$ cat src/rtl/coax_tx_sequencer.sv
// ---------------------------------------------------------------------------
// coax_tx_sequencer
//
// Transmit-side framing controller for the coax interface. Words arrive on a
// valid/ready handshake into a one-word holding register and are sent as
// Manchester-encoded frames:
//
//   [preamble: 5 x '1'] start(3 bits) {slot(12 bits)}* end(3 bits)
//
// A slot is: sync '1', data[9] .. data[0], even-parity bit.
// Symbol timing comes from an external coax_tx_bit_timer. This block holds
// that timer in reset while idle and advances one symbol on every
// timer_last_clock.
//
// Build option:
//   COAX_TX_SEQ_PREAMBLE_EN  defined   -> 5-bit line-quiesce preamble emitted
//                            undefined -> frame starts directly with START
//
// Parameters:
//   CLOCKS_PER_BIT     clocks per bit time (even, >= 4); must match the timer
//
// Ports:
//   clk                system clock, rising edge
//   reset_n            asynchronous active-low reset
//   data[9:0]          word to transmit, captured on accept
//   data_valid         data is presented
//   data_ready         holding register empty (accept = valid && ready)
//   tx                 line level
//   tx_active          high while a frame is on the line (line driver enable)
//   timer_reset        active-high reset to the bit timer
//   timer_second_half  bit timer is in the second half of the bit
//   timer_last_clock   bit timer is on the last clock of the bit
// ---------------------------------------------------------------------------
module coax_tx_sequencer #(
  parameter int CLOCKS_PER_BIT = 8
) (
  input  logic       clk,
  input  logic       reset_n,
  input  logic [9:0] data,
  input  logic       data_valid,
  output logic       data_ready,
  output logic       tx,
  output logic       tx_active,
  output logic       timer_reset,
  input  logic       timer_second_half,
  input  logic       timer_last_clock
);

  // The bit timer is external; the only thing this block can do with the
  // period is refuse an unusable one at elaboration.
  if (CLOCKS_PER_BIT < 4 || (CLOCKS_PER_BIT % 2) != 0) begin : g_cpb_invalid
    $error("coax_tx_sequencer: CLOCKS_PER_BIT must be even and >= 4");
  end

  typedef enum logic [2:0] {
    S_IDLE     = 3'd0,
`ifdef COAX_TX_SEQ_PREAMBLE_EN
    S_PREAMBLE = 3'd1,
`endif
    S_START    = 3'd2,
    S_WORD     = 3'd3,
    S_END      = 3'd4
  } state_t;

  localparam logic [3:0] PREAMBLE_LAST = 4'd4;
  localparam logic [3:0] START_LAST    = 4'd2;
  localparam logic [3:0] WORD_LAST     = 4'd11;
  localparam logic [3:0] END_LAST      = 4'd2;

  // Manchester symbol for bit d: complement in the first half, true value in
  // the second half.
  function automatic logic manchester(input logic d, input logic second_half);
    return second_half ? d : ~d;
  endfunction

  // Control state (reset)
  state_t     state, state_nx;
  logic [3:0] bit_idx, bit_idx_nx;
  logic       hold_full;

  // Data path (no reset; only observed once loaded)
  logic [9:0] hold;
  logic [9:0] shreg;
  logic       parity;

  logic accept;
  logic load;
  logic shift;

  assign data_ready = !hold_full;
  assign accept     = data_valid && !hold_full;

  // Next-state / sequencing
  always_comb begin
    state_nx   = state;
    bit_idx_nx = bit_idx;
    load       = 1'b0;
    shift      = 1'b0;

    case (state)
      S_IDLE: begin
        bit_idx_nx = 4'd0;
        if (hold_full) begin
`ifdef COAX_TX_SEQ_PREAMBLE_EN
          state_nx = S_PREAMBLE;
`else
          state_nx = S_START;
`endif
        end
      end

`ifdef COAX_TX_SEQ_PREAMBLE_EN
      S_PREAMBLE: begin
        if (timer_last_clock) begin
          if (bit_idx == PREAMBLE_LAST) begin
            state_nx   = S_START;
            bit_idx_nx = 4'd0;
          end else begin
            bit_idx_nx = bit_idx + 4'd1;
          end
        end
      end
`endif

      S_START: begin
        if (timer_last_clock) begin
          if (bit_idx == START_LAST) begin
            // hold_full is still set from IDLE: nothing can clear it before
            // this load.
            state_nx   = S_WORD;
            bit_idx_nx = 4'd0;
            load       = 1'b1;
          end else begin
            bit_idx_nx = bit_idx + 4'd1;
          end
        end
      end

      S_WORD: begin
        if (timer_last_clock) begin
          if (bit_idx == WORD_LAST) begin
            bit_idx_nx = 4'd0;
            if (hold_full) begin
              // Next slot follows with no idle bit in between.
              load = 1'b1;
            end else begin
              state_nx = S_END;
            end
          end else begin
            bit_idx_nx = bit_idx + 4'd1;
            // Bits 1..10 carry data; step to the next data bit once one ends.
            shift = (bit_idx >= 4'd1) && (bit_idx <= 4'd10);
          end
        end
      end

      S_END: begin
        if (timer_last_clock) begin
          if (bit_idx == END_LAST) begin
            state_nx   = S_IDLE;
            bit_idx_nx = 4'd0;
          end else begin
            bit_idx_nx = bit_idx + 4'd1;
          end
        end
      end

      default: begin
        state_nx   = S_IDLE;
        bit_idx_nx = 4'd0;
      end
    endcase
  end

  // Line outputs are decoded from registered state, so the asynchronous
  // reset takes tx and tx_active low immediately.
  always_comb begin
    tx          = 1'b0;
    tx_active   = (state != S_IDLE);
    timer_reset = (state == S_IDLE);

    case (state)
`ifdef COAX_TX_SEQ_PREAMBLE_EN
      S_PREAMBLE: tx = manchester(1'b1, timer_second_half);
`endif
      S_START: begin
        // high/high, high/low, low/low: a pattern Manchester data never makes
        case (bit_idx)
          4'd0:    tx = 1'b1;
          4'd1:    tx = ~timer_second_half;
          default: tx = 1'b0;
        endcase
      end
      S_WORD: begin
        if (bit_idx == 4'd0) begin
          tx = manchester(1'b1, timer_second_half);
        end else if (bit_idx == WORD_LAST) begin
          tx = manchester(parity, timer_second_half);
        end else begin
          tx = manchester(shreg[9], timer_second_half);
        end
      end
      S_END: begin
        case (bit_idx)
          4'd0:    tx = manchester(1'b0, timer_second_half);
          4'd1:    tx = 1'b1;
          default: tx = 1'b0;
        endcase
      end
      default: tx = 1'b0;
    endcase
  end

  // Control registers
  always_ff @(posedge clk or negedge reset_n) begin
    if (!reset_n) begin
      state     <= S_IDLE;
      bit_idx   <= 4'd0;
      hold_full <= 1'b0;
    end else begin
      state   <= state_nx;
      bit_idx <= bit_idx_nx;
      // load and accept never coincide: load needs hold_full, accept needs
      // it clear.
      if (load) begin
        hold_full <= 1'b0;
      end else if (accept) begin
        hold_full <= 1'b1;
      end
    end
  end

  // Holding register, shift register and running parity
  always_ff @(posedge clk) begin
    if (accept) begin
      hold <= data;
    end
    if (load) begin
      shreg  <= hold;
      parity <= 1'b0;
    end else if (shift) begin
      shreg  <= {shreg[8:0], 1'b0};
      parity <= parity ^ shreg[9];
    end
  end

endmodule
$ cat config.mk
export PLATFORM = sky130hd
export DESIGN_NAME = coax_tx_sequencer
export DESIGN_NICKNAME = d
export VERILOG_FILES = /design/src/rtl/coax_tx_sequencer.sv
export SDC_FILE = /design/constraint.sdc
export NUM_CORES = 1
export LEC_CHECK = 0
export ABC_AREA = 1
export CAP_MARGIN = 20
export CORE_UTILIZATION = 50
export DETAILED_ROUTE_END_ITERATION = 8
export PLACE_DENSITY = 0.77
export SYNTH_ARGS = -nofsm -noshare
export SYNTH_HDL_FRONTEND = slang
export SYNTH_SLANG_ARGS = --single-unit
$ cat constraint.sdc
create_clock -name clk -period 2.6 [get_ports clk]
set_clock_uncertainty 0.2 [all_clocks]
set_input_delay 0.39 -clock clk [delete_from_list [all_inputs] [get_ports clk]]
set_output_delay 0.39 -clock clk [all_outputs]
set_load 0.02 [all_outputs]
# Yosys cells after proc, flatten, opt, wreduce, memory -nomap -nowiden
# Index checks and enable logic that the tools add are counted.
[totals]
ff_bits = 29
elab_cells = 75
[classes]
add_sub_neg = 1
n_lt_le_gt_ge = 2
eq_ne = 15
n_mux = 36
bitwise_logic = 4
reduce_logical = 11
[op_table]
columns = ["cell", "count"]
rows = [
  ["two-way mux 3 bit", 8],
  ["two-way mux 10 bit", 2],
  ["two-way mux 1 bit", 16],
  ["two-way mux 4 bit", 4],
  ["!= test 2 bit, second input constant", 7],
  ["one-hot mux 3 bit (4 select lines)", 1],
  ["one-hot mux 4 bit (2 select lines)", 1],
  ["AND reduction 8 bit", 1],
  ["equality test 3 x 2 -> 1 bit, second input constant", 2],
  ["one-hot mux 1 bit (2 select lines)", 3],
  ["adder 4 x 1 -> 4 bit, second input constant", 1],
  ["equality test 4 x 1 -> 1 bit, second input constant", 1],
  ["equality test 4 x 2 -> 1 bit, second input constant", 1],
  ["equality test 4 bit, second input constant", 1],
  [">= comparator 4 x 1 -> 1 bit, second input constant", 1],
  ["less-or-equal comparator 4 bit, second input constant", 1],
  ["logical NOT 4 bit", 1],
  ["!= test 2 x 1 -> 1 bit, second input constant", 2],
  ["nonzero test 2 bit", 2],
  ["equality test 3 bit, second input constant", 1],
  ["logical NOT 3 bit", 1],
  ["NOT 1 bit", 3],
  ["one-hot mux 1 bit (3 select lines)", 1],
  ["nonzero test 3 bit", 1],
  ["5 further kinds", 6],
]

# Logic depth before layout (Yosys ltp)
[depth]
depth_word = 7
depth_mapped = 10
depth_no_buf = 10

# Worst setup path after synthesis
# OpenSTA, ideal clock, no wires.
[synth_timing]
path_kind = "register -> register"
from = "register bit_idx[1]"
to = "register shreg[0] (enable)"
setup_ns = 0.378
t_arrival_ns = 1.492
t_required_ns = 2.022
setup_slack_ns = 0.530
path_stages_with_launch = 9
path_buffers = 1
synth_period_minus_slack_ns = 2.070
cell_sequence = "dfrtp_1 ha_1 nand2_1 nor2_2 nand3_1 nand2_1 nand2_2 buf_2 o21ai_1"
[synth_between]
elab_chain_len = 6
elab_cells_between_ends = 14
classes_between = "2 x order compare; 2 x eq/ne; 8 x mux; 2 x reduce/logical"
[synth_lines]
columns = ["item", "line", "text"]
rows = [
  ["start, declared", "78", "logic [3:0] bit_idx, bit_idx_nx;"],
  ["start signal, assigned", "222", "bit_idx <= bit_idx_nx;"],
  [">= comparator 4 x 1 -> 1 bit / less-or-equal comparator 4 bit (equally long branches)", "152", "shift = (bit_idx >= 4'd1) && (bit_idx <= 4'd10);"],
  ["logical AND 1 bit", "152", ""],
  ["two-way mux 1 bit", "141", "if (bit_idx == WORD_LAST) begin"],
  ["two-way mux 1 bit", "140", "if (timer_last_clock) begin"],
  ["two-way mux 1 bit", "100", "case (state)"],
  ["nonzero test 2 bit (no line) (*)", "-", ""],
  ["end signal, assigned", "239", "shreg <= hold;"],
  ["end signal, assigned", "242", "shreg <= {shreg[8:0], 1'b0};"],
  ["end, declared", "83", "logic [9:0] shreg;"],
]
# Mark *: on every way between the ends. The rest lies on a longest branch, timed or not.
# A chain may end at the register's enable or synchronous reset.

# Worst setup path after layout
[layout_timing]
from = "register bit_idx[1]"
to = "output port tx"
[layout_between]
elab_chain_len = 4
elab_cells_between_ends = 8
classes_between = "2 x eq/ne; 5 x mux; 1 x reduce/logical"
[layout_lines]
columns = ["item", "line", "text"]
rows = [
  ["equality test 4 bit", "197", "end else if (bit_idx == WORD_LAST) begin"],
  ["two-way mux 1 bit", "197", ""],
  ["two-way mux 1 bit", "195", "if (bit_idx == 4'd0) begin"],
  ["one-hot mux 1 bit (3 select lines) (*)", "182", "case (state)"],
  ["end, declared", "42", "output logic tx,"],
]
# Marks and branches as above.

==> results.yml <==
floorplan:
  fp-row-count: 19
  die_h_um: 56.9
  dieArea_um2: 3240
  start_util_pct: 53.8
  die_w_um: 56.9
  io_pins: 19
  core_area_um2: 2810
detailed_routing:
  met2_length_mm: 1.31
  num_vias: 1194
  postRouteAntennaNets: 0
  wl_met3_um: 165
  wl_mm: 2.85
  dr.first_iter.drc_count: 67
  dr.pass1.iters: 6
  drt-met1-wl_mm: 1.29
  drc: 3
  vias_per_cell: 5.26
  dr.max_layer_used: "met4"
  wl_per_cell_um: 12.6
logic_synthesis:
  synth_nets: 190
  synth.mux.area_fraction_pct: 0
  synth_top_family_by_area: "simple AND/OR/NAND/NOR gates"
  syn_inst: 170
  synth_compound_area_share_pct: 3.32
  yosys.area_share.simple_pct: 29.5
  synth_cell_types: 23
  seq_area_frac_synth_pct: 54.4
  synth_warnings: 0
  synthAdderAreaFrac_pct: 4.15
  syn_area_um2: 1510
  ys_ff_latch: 29
  synth_xor_area_share_pct: 2.90
  syn_area_per_cell_um2: 8.88
pwr:
  seq_power_share_pct: 41.7
  combPwrFrac_pct: 42.1
  netSwitchingFraction_pct: 40.4
  clkPwrFrac_pct: 16.1
  p_leak_nw: 0.813
  p_per_area_nw_per_um2: 851
  internal_power_mw: 0.907
  ir_worst_vdd_mv: 0.483
  p_switching_mw: 0.614
setup_path:
  arrival_ns: 1.87
  r2r.worst_path.cells: 8
  end_kind: "output port"
  critPathMaxFanout: 6
  crit_required_ns: 2.01
  r2r-start: "bit_idx[0]"
  setup.worst_path.start_class: "register"
  crit_type: "reg2out"
  r2r-end: "shreg[0]"
  r2r_slack_ns: 0.56
  crit_start: "bit_idx[1]"
  crit_end: "tx"
worst_hold_path:
  hp-class: "in2async"
cts:
  htree_levels: 2
  cts_tree: "built"
  cts_setup_buffers: 0
  tritoncts.num_buffers: 5
  max-clock-path-buffers: 2
  path_clk_slew_ns: 0.09
  numClockSinks: 29
  clkLatencyLatePin_ns: 0.33
  cts_root_buf: "clkbuf_4"
finish:
  nNetsFinal: 216
  drive_above_1_share_pct: 11.7
  layout_commonest_cell: "nand2_1"
  area_growth_pct: 18.4
  utilization_pct: 63.7
  layout_common_cells: "nand2_1 (65), edfxtp_1 (20), clkdlybuf4s50_1 (17), inv_1 (14), nand3_1 (14)"
  antenna_cells: 0
  filler_cell_count: 242
timing:
  finalHoldViolations: 0
  period_minus_slack_ns: 2.46
  worst_slack_ns: 0.140
  worst_pin_slew_ns: 0.341
  tns_ns: 0
  min_period_over_period_pct: 94.6
  timing.fmax_mhz: 406
  timing.slew.headroom_pct: 77.2
  final_max_slew_viol_count: 0
  setup_viol: 0
  rsz0062_at_grt: "false"
grt:
  grt_pass1_wl_mm: 5.19
  first_global_vias: 1216
  grt-ovfl-total: 0
  grt_max_degree: 13
  antenna_found_initial: 0
  grt_use_total_pct: 21.5
run:
  max_cap_viol_count: 0
placed_design:
  dp_slack_ns: -0.0262
  dp_hpwl_mm: 2.18
  globalplace.congestion: 0.846
  port_buffers: 18
status:
  status: "finished with violations"
  violations: "design-rule violations"
worst min-delay path by stage:
stage | from | endpoint | slack, ns | cells past startpoint
after floorplan | reset_n | bit_idx[0] | -0.11 | 0
after global placement | hold[4] | shreg[4] | 0.29 | 2
after detailed placement | hold[5] | shreg[5] | 0.30 | 2
after CTS | reset_n | bit_idx[0] | 0.11 | 1
after global routing | reset_n | bit_idx[2] | 0.13 | 1
final | reset_n | bit_idx[3] | 0.12 | 1
kinds of logic after synthesis:
logic type,after synthesis
buf+inv,20
simple gates,101
compound gates,10
xor+xnor,5
flops,29
fa+ha+maj,5
worst max-delay path: stages (launching register included):
cell and delay (ns):
dfrtp_2 0.46, inv_1 0.11, ha_1 0.15, nand2_1 0.10, o21ai_1 0.17, nand3_1 0.10, nand2_1 0.09, inv_1 0.05
nand2_1 0.06, clkdlybuf4s15_2 0.25
sequential cells by signal (all words and copies together) (netlist names):
signal and flops:
state 3, shreg 10, parity 1, hold 10, bit_idx 4, hold_full 1
Yosys cell counts:
| library cell | number | area, um2 |
|---|---|---|
| buf_6 | 1 | 11.3 |
| ha_1 | 5 | 62.6 |
| nor2_2 | 2 | 12.5 |
| nand3b_1 | 1 | 7.51 |
| nand2_2 | 4 | 25.0 |
| nor2_1 | 9 | 33.8 |
| inv_1 | 15 | 56.3 |
| inv_2 | 2 | 7.51 |
| buf_2 | 1 | 5.00 |
| dfrtp_1 | 8 | 200 |
| xnor2_1 | 3 | 26.3 |
| nand2_4 | 1 | 11.3 |
| inv_4 | 1 | 6.26 |
| xor2_1 | 2 | 17.5 |
| nand3_1 | 14 | 70.1 |
| nand2_1 | 65 | 244 |
| nor2_4 | 2 | 22.5 |
| a21oi_1 | 3 | 15.0 |
| o21ai_1 | 2 | 10.0 |
| o21ai_0 | 5 | 25.0 |
| nand4_1 | 3 | 18.8 |
| dfxtp_1 | 1 | 20.0 |
| edfxtp_1 | 20 | 601 |
metal layers:
layer / global-route usage, % / vias to the layer above
li1: - / 599
met1: 28.2 / 544
met2: 31.9 / 39
met3: 6.58 / 12
met4: 12.2 / 0
met5: 0 / -
what timing repair did:
| action | CTS | global route |
|---|---|---|
| pin swaps | 0 | 0 |
| endpoints found under the setup margin | 1 | 1 |
| hold buffers | 0 | 0 |
| gates resized for setup | 4 | 3 |
power groups by stage:
stage	combinational (mW)	clock (mW)	sequential (mW)
after floorplan	0.445	0	0.627
after global placement	0.607	0	0.639
after detailed placement	0.640	0	0.641
after CTS	0.641	0.254	0.632
after global routing	0.730	0.267	0.643
final	0.641	0.245	0.635
layout make-up:
type | count | area (um2) | share of cell area [%]
multi-input combinational | 121 | 607 | 34.0
clock buffer | 6 | 41.3 | 2.31
timing repair buffer | 21 | 204 | 11.4
tap | 31 | 38.8 | 2.17
inverter | 18 | 70.1 | 3.92
sequential | 29 | 822 | 46.0
clock inverter | 1 | 3.75 | 0.210
through the flow:
step	instance area (um2)	instances	hold slack, ns	power, mW
2_1_floorplan	1510	170	-0.106	1.07
3_3_place_gp	1730	220	0.292	1.25
3_5_place_dp	1730	220	0.298	1.28
4_1_cts	1790	227	0.111	1.53
5_1_grt	1790	227	0.131	1.64
6_report	1790	227	0.116	1.52
Note: power is estimated with default switching activity, not from simulation.
